[config.mk]
export PLATFORM = sky130hd
export DESIGN_NAME = id_issue_buffer
export DESIGN_NICKNAME = d
export VERILOG_FILES = /design/src/rtl/id_issue_buffer_pkg.sv /design/src/rtl/id_issue_buffer_fifo.sv /design/src/rtl/id_issue_buffer.sv
export SDC_FILE = /design/constraint.sdc
export NUM_CORES = 1
export LEC_CHECK = 0
export CORE_UTILIZATION = 55
export DETAILED_ROUTE_END_ITERATION = 7
export PLACE_DENSITY = 0.86
export SYNTH_ARGS = -nofsm -noshare
export SYNTH_HDL_FRONTEND = slang
export SYNTH_SLANG_ARGS = --single-unit
export TNS_END_PERCENT = 20
[constraint.sdc]
create_clock -name CLK -period 15.2 [get_ports CLK]
set_input_delay 3.04 -clock CLK [delete_from_list [all_inputs] [get_ports CLK]]
set_output_delay 3.04 -clock CLK [all_outputs]
set_load 0.005 [all_outputs]
[src/rtl/id_issue_buffer_pkg.sv]
// Shared types and constants for the decode-to-EXE issue buffer.
// Holds the serialisation state encoding and the micro-op field layout.
package id_pkg;

  typedef enum logic [1:0] {
    S_IDLE,
    S_DRAIN,
    S_BUBBLE,
    S_NOTIFY
  } ser_state_e;

  localparam logic [127:0] NOP_UOP = '0;

  // Field layout of the default 128-bit micro-op bundle.
  localparam int INSTR_LSB  = 0;
  localparam int INSTR_W    = 32;
  localparam int OPA_LSB    = 32;
  localparam int OPA_W      = 32;
  localparam int OPB_LSB    = 64;
  localparam int OPB_W      = 32;
  localparam int REGS_LSB   = 96;
  localparam int REGS_W     = 15;
  localparam int ALUCTL_LSB = 111;
  localparam int ALUCTL_W   = 17;

  function automatic logic [31:0] uop_instr(input logic [127:0] uop);
    return uop[INSTR_LSB +: INSTR_W];
  endfunction

endpackage

[src/rtl/id_issue_buffer_fifo.sv]
// Generic circular FIFO with occupancy count and a flush that keeps a same-cycle push.
// Callers guarantee no push when full and no pop when empty.
module id_uop_fifo #(
  parameter int W     = 128,
  parameter int DEPTH = 4
) (
  input  logic                       clk,
  input  logic                       rst,
  input  logic                       i_push,
  input  logic                       i_pop,
  input  logic                       i_flush,
  input  logic [W-1:0]               i_data,
  output logic [W-1:0]               o_data,
  output logic [$clog2(DEPTH+1)-1:0] o_count,
  output logic                       o_full,
  output logic                       o_empty
);

  localparam int AW = $clog2(DEPTH);
  localparam int CW = $clog2(DEPTH+1);

  logic [W-1:0]  r_mem [DEPTH];
  logic [AW-1:0] r_rdPtr;
  logic [AW-1:0] r_wrPtr;
  logic [CW-1:0] r_count;

  always_ff @(posedge clk) begin
    if (i_push) begin
      r_mem[r_wrPtr] <= i_data;
    end
  end

  // Flush moves the read pointer onto the old write pointer, so a same-cycle push survives as the only entry.
  always_ff @(posedge clk or posedge rst) begin
    if (rst) begin
      r_rdPtr <= '0;
      r_wrPtr <= '0;
      r_count <= '0;
    end else begin
      r_wrPtr <= r_wrPtr + AW'(i_push);
      if (i_flush) begin
        r_rdPtr <= r_wrPtr;
        r_count <= CW'(i_push);
      end else begin
        r_rdPtr <= r_rdPtr + AW'(i_pop);
        r_count <= r_count + CW'(i_push) - CW'(i_pop);
      end
    end
  end

  assign o_data  = r_mem[r_rdPtr];
  assign o_count = r_count;
  assign o_full  = (r_count == CW'(DEPTH));
  assign o_empty = (r_count == '0);

endmodule

[src/rtl/id_issue_buffer.sv]
// Decode-to-EXE issue buffer with a serialisation engine for syscall and LL/SC ops:
// freeze fetch, drain, insert idle bubbles, then optionally pulse a simulator notify.
module id_issue_buffer
  import id_pkg::*;
#(
  parameter int UOP_W   = 128,
  parameter int DEPTH   = 4,
  parameter int BUBBLES = 3
) (
  input  logic                       CLK,
  input  logic                       RESET,
  input  logic                       enq_valid,
  input  logic [UOP_W-1:0]           enq_uop,
  input  logic                       enq_serial,
  input  logic                       enq_notify,
  output logic                       enq_ready,
  input  logic                       flush,
  output logic                       deq_valid,
  output logic [UOP_W-1:0]           deq_uop,
  input  logic                       deq_ready,
  output logic                       want_freeze,
  output logic                       sys_out,
  output logic [$clog2(DEPTH+1)-1:0] count
);

  localparam int CW = $clog2(DEPTH+1);

  ser_state_e       r_state;
  ser_state_e       w_nextState;
  logic [3:0]       r_bubbleCnt;
  logic             r_notifyLatch;
  logic             r_sysOut;

  logic             w_full;
  logic             w_empty;
  logic             w_isIdle;
  logic             w_enqFire;
  logic             w_deqFire;
  logic             w_flush;
  logic [UOP_W-1:0] w_head;
  logic [CW-1:0]    w_count;

  id_uop_fifo #(
    .W     (UOP_W),
    .DEPTH (DEPTH)
  ) u_fifo (
    .clk     (CLK),
    .rst     (RESET),
    .i_push  (w_enqFire),
    .i_pop   (w_deqFire),
    .i_flush (w_flush),
    .i_data  (enq_uop),
    .o_data  (w_head),
    .o_count (w_count),
    .o_full  (w_full),
    .o_empty (w_empty)
  );

  assign w_isIdle  = (r_state == S_IDLE);
  // Reset gates enq_ready directly so decode sees a closed buffer while reset is held.
  assign enq_ready = !RESET && w_isIdle && !w_full;
  assign w_enqFire = enq_valid && enq_ready;
  assign deq_valid = !w_empty && (r_state != S_BUBBLE);
  assign w_deqFire = deq_valid && deq_ready;
  assign w_flush   = flush && w_isIdle;

  assign deq_uop     = deq_valid ? w_head : UOP_W'(NOP_UOP);
  assign want_freeze = (r_state == S_DRAIN) || (r_state == S_BUBBLE);
  assign sys_out     = r_sysOut;
  assign count       = w_count;

  always_comb begin
    w_nextState = r_state;
    case (r_state)
      S_IDLE:   if (w_enqFire && enq_serial) w_nextState = S_DRAIN;
      S_DRAIN:  if (w_empty && !w_deqFire) w_nextState = S_BUBBLE;
      S_BUBBLE: if (r_bubbleCnt == 4'd1) w_nextState = S_NOTIFY;
      S_NOTIFY: w_nextState = S_IDLE;
      default:  w_nextState = S_IDLE;
    endcase
  end

  // sys_out is registered on entry to NOTIFY so it is glitch-free for the simulator hook.
  always_ff @(posedge CLK or posedge RESET) begin
    if (RESET) begin
      r_state       <= S_IDLE;
      r_bubbleCnt   <= '0;
      r_notifyLatch <= 1'b0;
      r_sysOut      <= 1'b0;
    end else begin
      r_state  <= w_nextState;
      r_sysOut <= (w_nextState == S_NOTIFY) && r_notifyLatch;
      if (r_state == S_DRAIN && w_nextState == S_BUBBLE) begin
        r_bubbleCnt <= 4'(BUBBLES);
      end else if (r_state == S_BUBBLE) begin
        r_bubbleCnt <= r_bubbleCnt - 4'd1;
      end
      if (w_isIdle && w_enqFire && enq_serial) begin
        r_notifyLatch <= enq_notify;
      end else if (r_state == S_NOTIFY) begin
        r_notifyLatch <= 1'b0;
      end
    end
  end

endmodule

==> flow_metrics.py <==
metrics = {
    "power_and_ir_drop": {
        "powerDensity_nw_per_um2": 185,
        "clkPwrFrac_pct": 26.5,
        "power.share.sequential_pct": 40.0,
        "p_comb_share_pct": 33.5,
        "p_switching_mw": 1.24,
        "power_leakage_nw": 8.10,
        "p_int_mw": 3.39,
        "peakVddDrop_mv": 0.127,
        "power_mw": 4.62,
        "swShare_pct": 26.8,
    },
    "sta": {
        "timing.fmax_ghz": 0.137,
        "final_max_slew_viol_count": 0,
        "skew_ps": 11.0,
        "period_needed_ps": 7320,
        "setup_viol": 0,
        "tightest_slew_ps": 1060,
        "period_share_pct": 48.2,
        "hold_violations": 0,
        "finalSetupTns_ps": 0,
        "rsz0062_at_grt": "false",
        "slew-limit-headroom_pct": 29.2,
    },
    "logic_synthesis": {
        "netlist_area_sq_um": 20200,
        "synth_top_area_cell": "edfxtp_1",
        "yosys-top-cells-area": "edfxtp_1 76%, mux4_2 14%, and2_1 4.0%",
        "ys_seq_elements": 527,
        "synth_top_flop_cell": "edfxtp_1",
        "synth_cell_type_count": 32,
        "ys_warn_count": 0,
        "synth_top_area_share_pct": 76.0,
        "synth-seq-area-share_pct": 77.8,
        "synth_edf_count": 512,
        "synth.net_count": 1044,
        "syn_area_per_cell_sq_um": 22.6,
        "ys_async_sr_fraction_pct": 2.85,
        "syn_inst": 897,
    },
    "detailed_routing": {
        "drt_iter0_markers": 657,
        "ant_nets": 0,
        "wire_per_inst_um": 23.3,
        "dr.pass1.iters": 5,
        "m1WireLength_um": 14900,
        "route.top_layer_used": "met5",
        "viasPerCell": 5.75,
        "num_vias": 9707,
        "wl_um": 39400,
        "route.met2.wl_um": 20300,
        "wl_met3_um": 3120,
        "drc": 0,
    },
    "flow_run": {
        "drv_cap": 0,
    },
    "global_route": {
        "gr-usage-all-layers_pct": 21.5,
        "grt_max_degree": 71,
        "antenna_found_initial": 6,
        "overflow": 0,
        "grt_pass1_vias": 10400,
        "grt_pass1_wl_um": 60200,
    },
    "clock_tree": {
        "numCtsBuffers": 51,
        "cts.sinks": 527,
        "cts_setup_buffers": 0,
        "clock-root-buffer": "clkbuf_16",
        "cts_resized": 0,
        "clockBufferDepth": 3,
        "holdBufCountCts": 0,
        "cts.reportedPaths.clkPinSlew_ps": 60,
        "insertion_delay_ps": 580,
        "htreeDepth": 2,
        "cts_tree": "yes",
    },
    "worst_setup_path": {
        "cp-start-kind": "input port",
        "ff2ff_setup_slack_ps": 11580,
        "crit_arrival_ps": 4280,
        "r2r_start": "r_state[0]",
        "cp_max_fo": 3,
        "critPathKind": "in -> out",
        "r2r-end": "u_fifo.r_mem[3][117]",
        "reg2reg_depth": 7,
        "critPathCaptureType": "output pin",
        "crit_required_ps": 12160,
    },
    "finish": {
        "final_common_cell": "edfxtp_1",
        "final_cell_mix": "512 x edfxtp_1, 269 x clkdlybuf4s50_1, 130 x and2_1",
        "layout-drive-gt1-share_pct": 18.3,
        "fillers": 2123,
        "syn2layout_area_growth_pct": 23.4,
        "fin_nets": 1335,
    },
    "worst_hold_path": {
        "holdPathEnd": "sys_out",
        "holdPathStages": 1,
        "hp-class": "reg -> reg",
        "hp-start": "r_notifyLatch",
    },
    "die": {
        "fp.dieH_um": 194,
        "dieArea_sq_um": 37600,
        "ios": 270,
        "core-area_sq_um": 35900,
        "row_count": 69,
        "die_w_um": 194,
        "initial_core_util_pct": 56.4,
    },
    "placed_design": {
        "hpwl_um": 22600,
        "port_buffers": 269,
        "place.gp.congestion": 0.722,
    },
    "run_status": {
        "outcome": "finished, final reports clean",
    },
}
[cells by family (layout without fill, tap and decap cells)]
kind of cell | Yosys count | after routing | share of synthesized area, %
simple gates | 155 | 155 | 4.69
buf+inv | 53 | 381 | 1.63
mux | 130 | 130 | 14.4
xor+xnor | 7 | 7 | 0.303
other cells | 0 | 2 | 0
compound gates | 13 | 13 | 0.439
fa+ha+maj | 12 | 12 | 0.779
flops | 527 | 527 | 77.8
[worst max-delay path by stage]
stage / from / end / slack [ps] / cells after the start
finish: RESET / enq_ready / 7880 / 3
global route: RESET / enq_ready / 7830 / 3
CTS: RESET / enq_ready / 7880 / 3
detailed placement: RESET / enq_ready / 7880 / 3
global placement: RESET / enq_ready / 7880 / 3
floorplan: RESET / u_fifo.r_mem[2][0] / 1540 / 3
[synth_stat cells (2+ instances only)]
library cell / count
a31o_2: 2
edfxtp_1: 512
mux4_2: 128
nand2_1: 5
and2_1: 130
mux2_2: 2
a31oi_1: 2
nor3b_1: 4
dfrtp_1: 15
buf_2: 14
and3_1: 2
buf_6: 15
xnor2_1: 4
o21ai_0: 2
nor3_1: 2
clkbuf_1: 14
xor2_1: 3
nor2_1: 6
a21oi_1: 3
inv_1: 10
ha_1: 11
[flip-flops by register name (all words and copies together) (netlist names)]
signal	count
r_bubbleCnt	4
r_notifyLatch	1
r_state	2
sys_out	1
u_fifo.o_count	3
u_fifo.r_mem	512
u_fifo.r_rdPtr	2
u_fifo.r_wrPtr	2
[worst max-delay path, stage by stage]
cell	delay [ps]
clkdlybuf4s50_1	430
nor3b_1	260
clkdlybuf4s50_1	550
[final cells by class]
class | count | area [sq um] | area share (%)
Clock buffer | 64 | 1380 | 5.51
Clock inverter | 26 | 256 | 1.03
Inverter | 10 | 37.5 | 0.150
Tap cell | 461 | 577 | 2.31
Antenna cell | 2 | 5.00 | 0.0200
Sequential cell | 527 | 15800 | 63.1
Timing Repair Buffer | 281 | 2780 | 11.1
Multi-Input combinational cell | 317 | 4190 | 16.8
[power by group through the flow]
stage               combinational [mW]  sequential (mW)  clock [mW]
finish                            1.55             1.85        1.23
global route                      1.66             1.87        1.30
CTS                               1.58             1.85        1.25
detailed placement                1.57             1.88           0
global placement                  1.54             1.87           0
floorplan                        0.888             1.83           0
[per-stage QoR]
stage               hold WS, ps  setup slack (ps)  area [sq um]  util, %  cells
global route                521              7830         25000     69.5   1686
detailed placement          494              7880         23300     65.0   1596
floorplan                   468              1540         20200        -    897
global placement            486              7880         23300     65.0   1596
finish                      501              7880         25000     69.6   1688
CTS                         513              7880         25000     69.5   1686
[layer usage]
layer,vias up,track usage [%]
met4,6,7.29
met1,5039,27.2
met3,63,5.53
li1,4247,-
met5,-,0
met2,352,36.5
(Power assumes the default switching activity.)
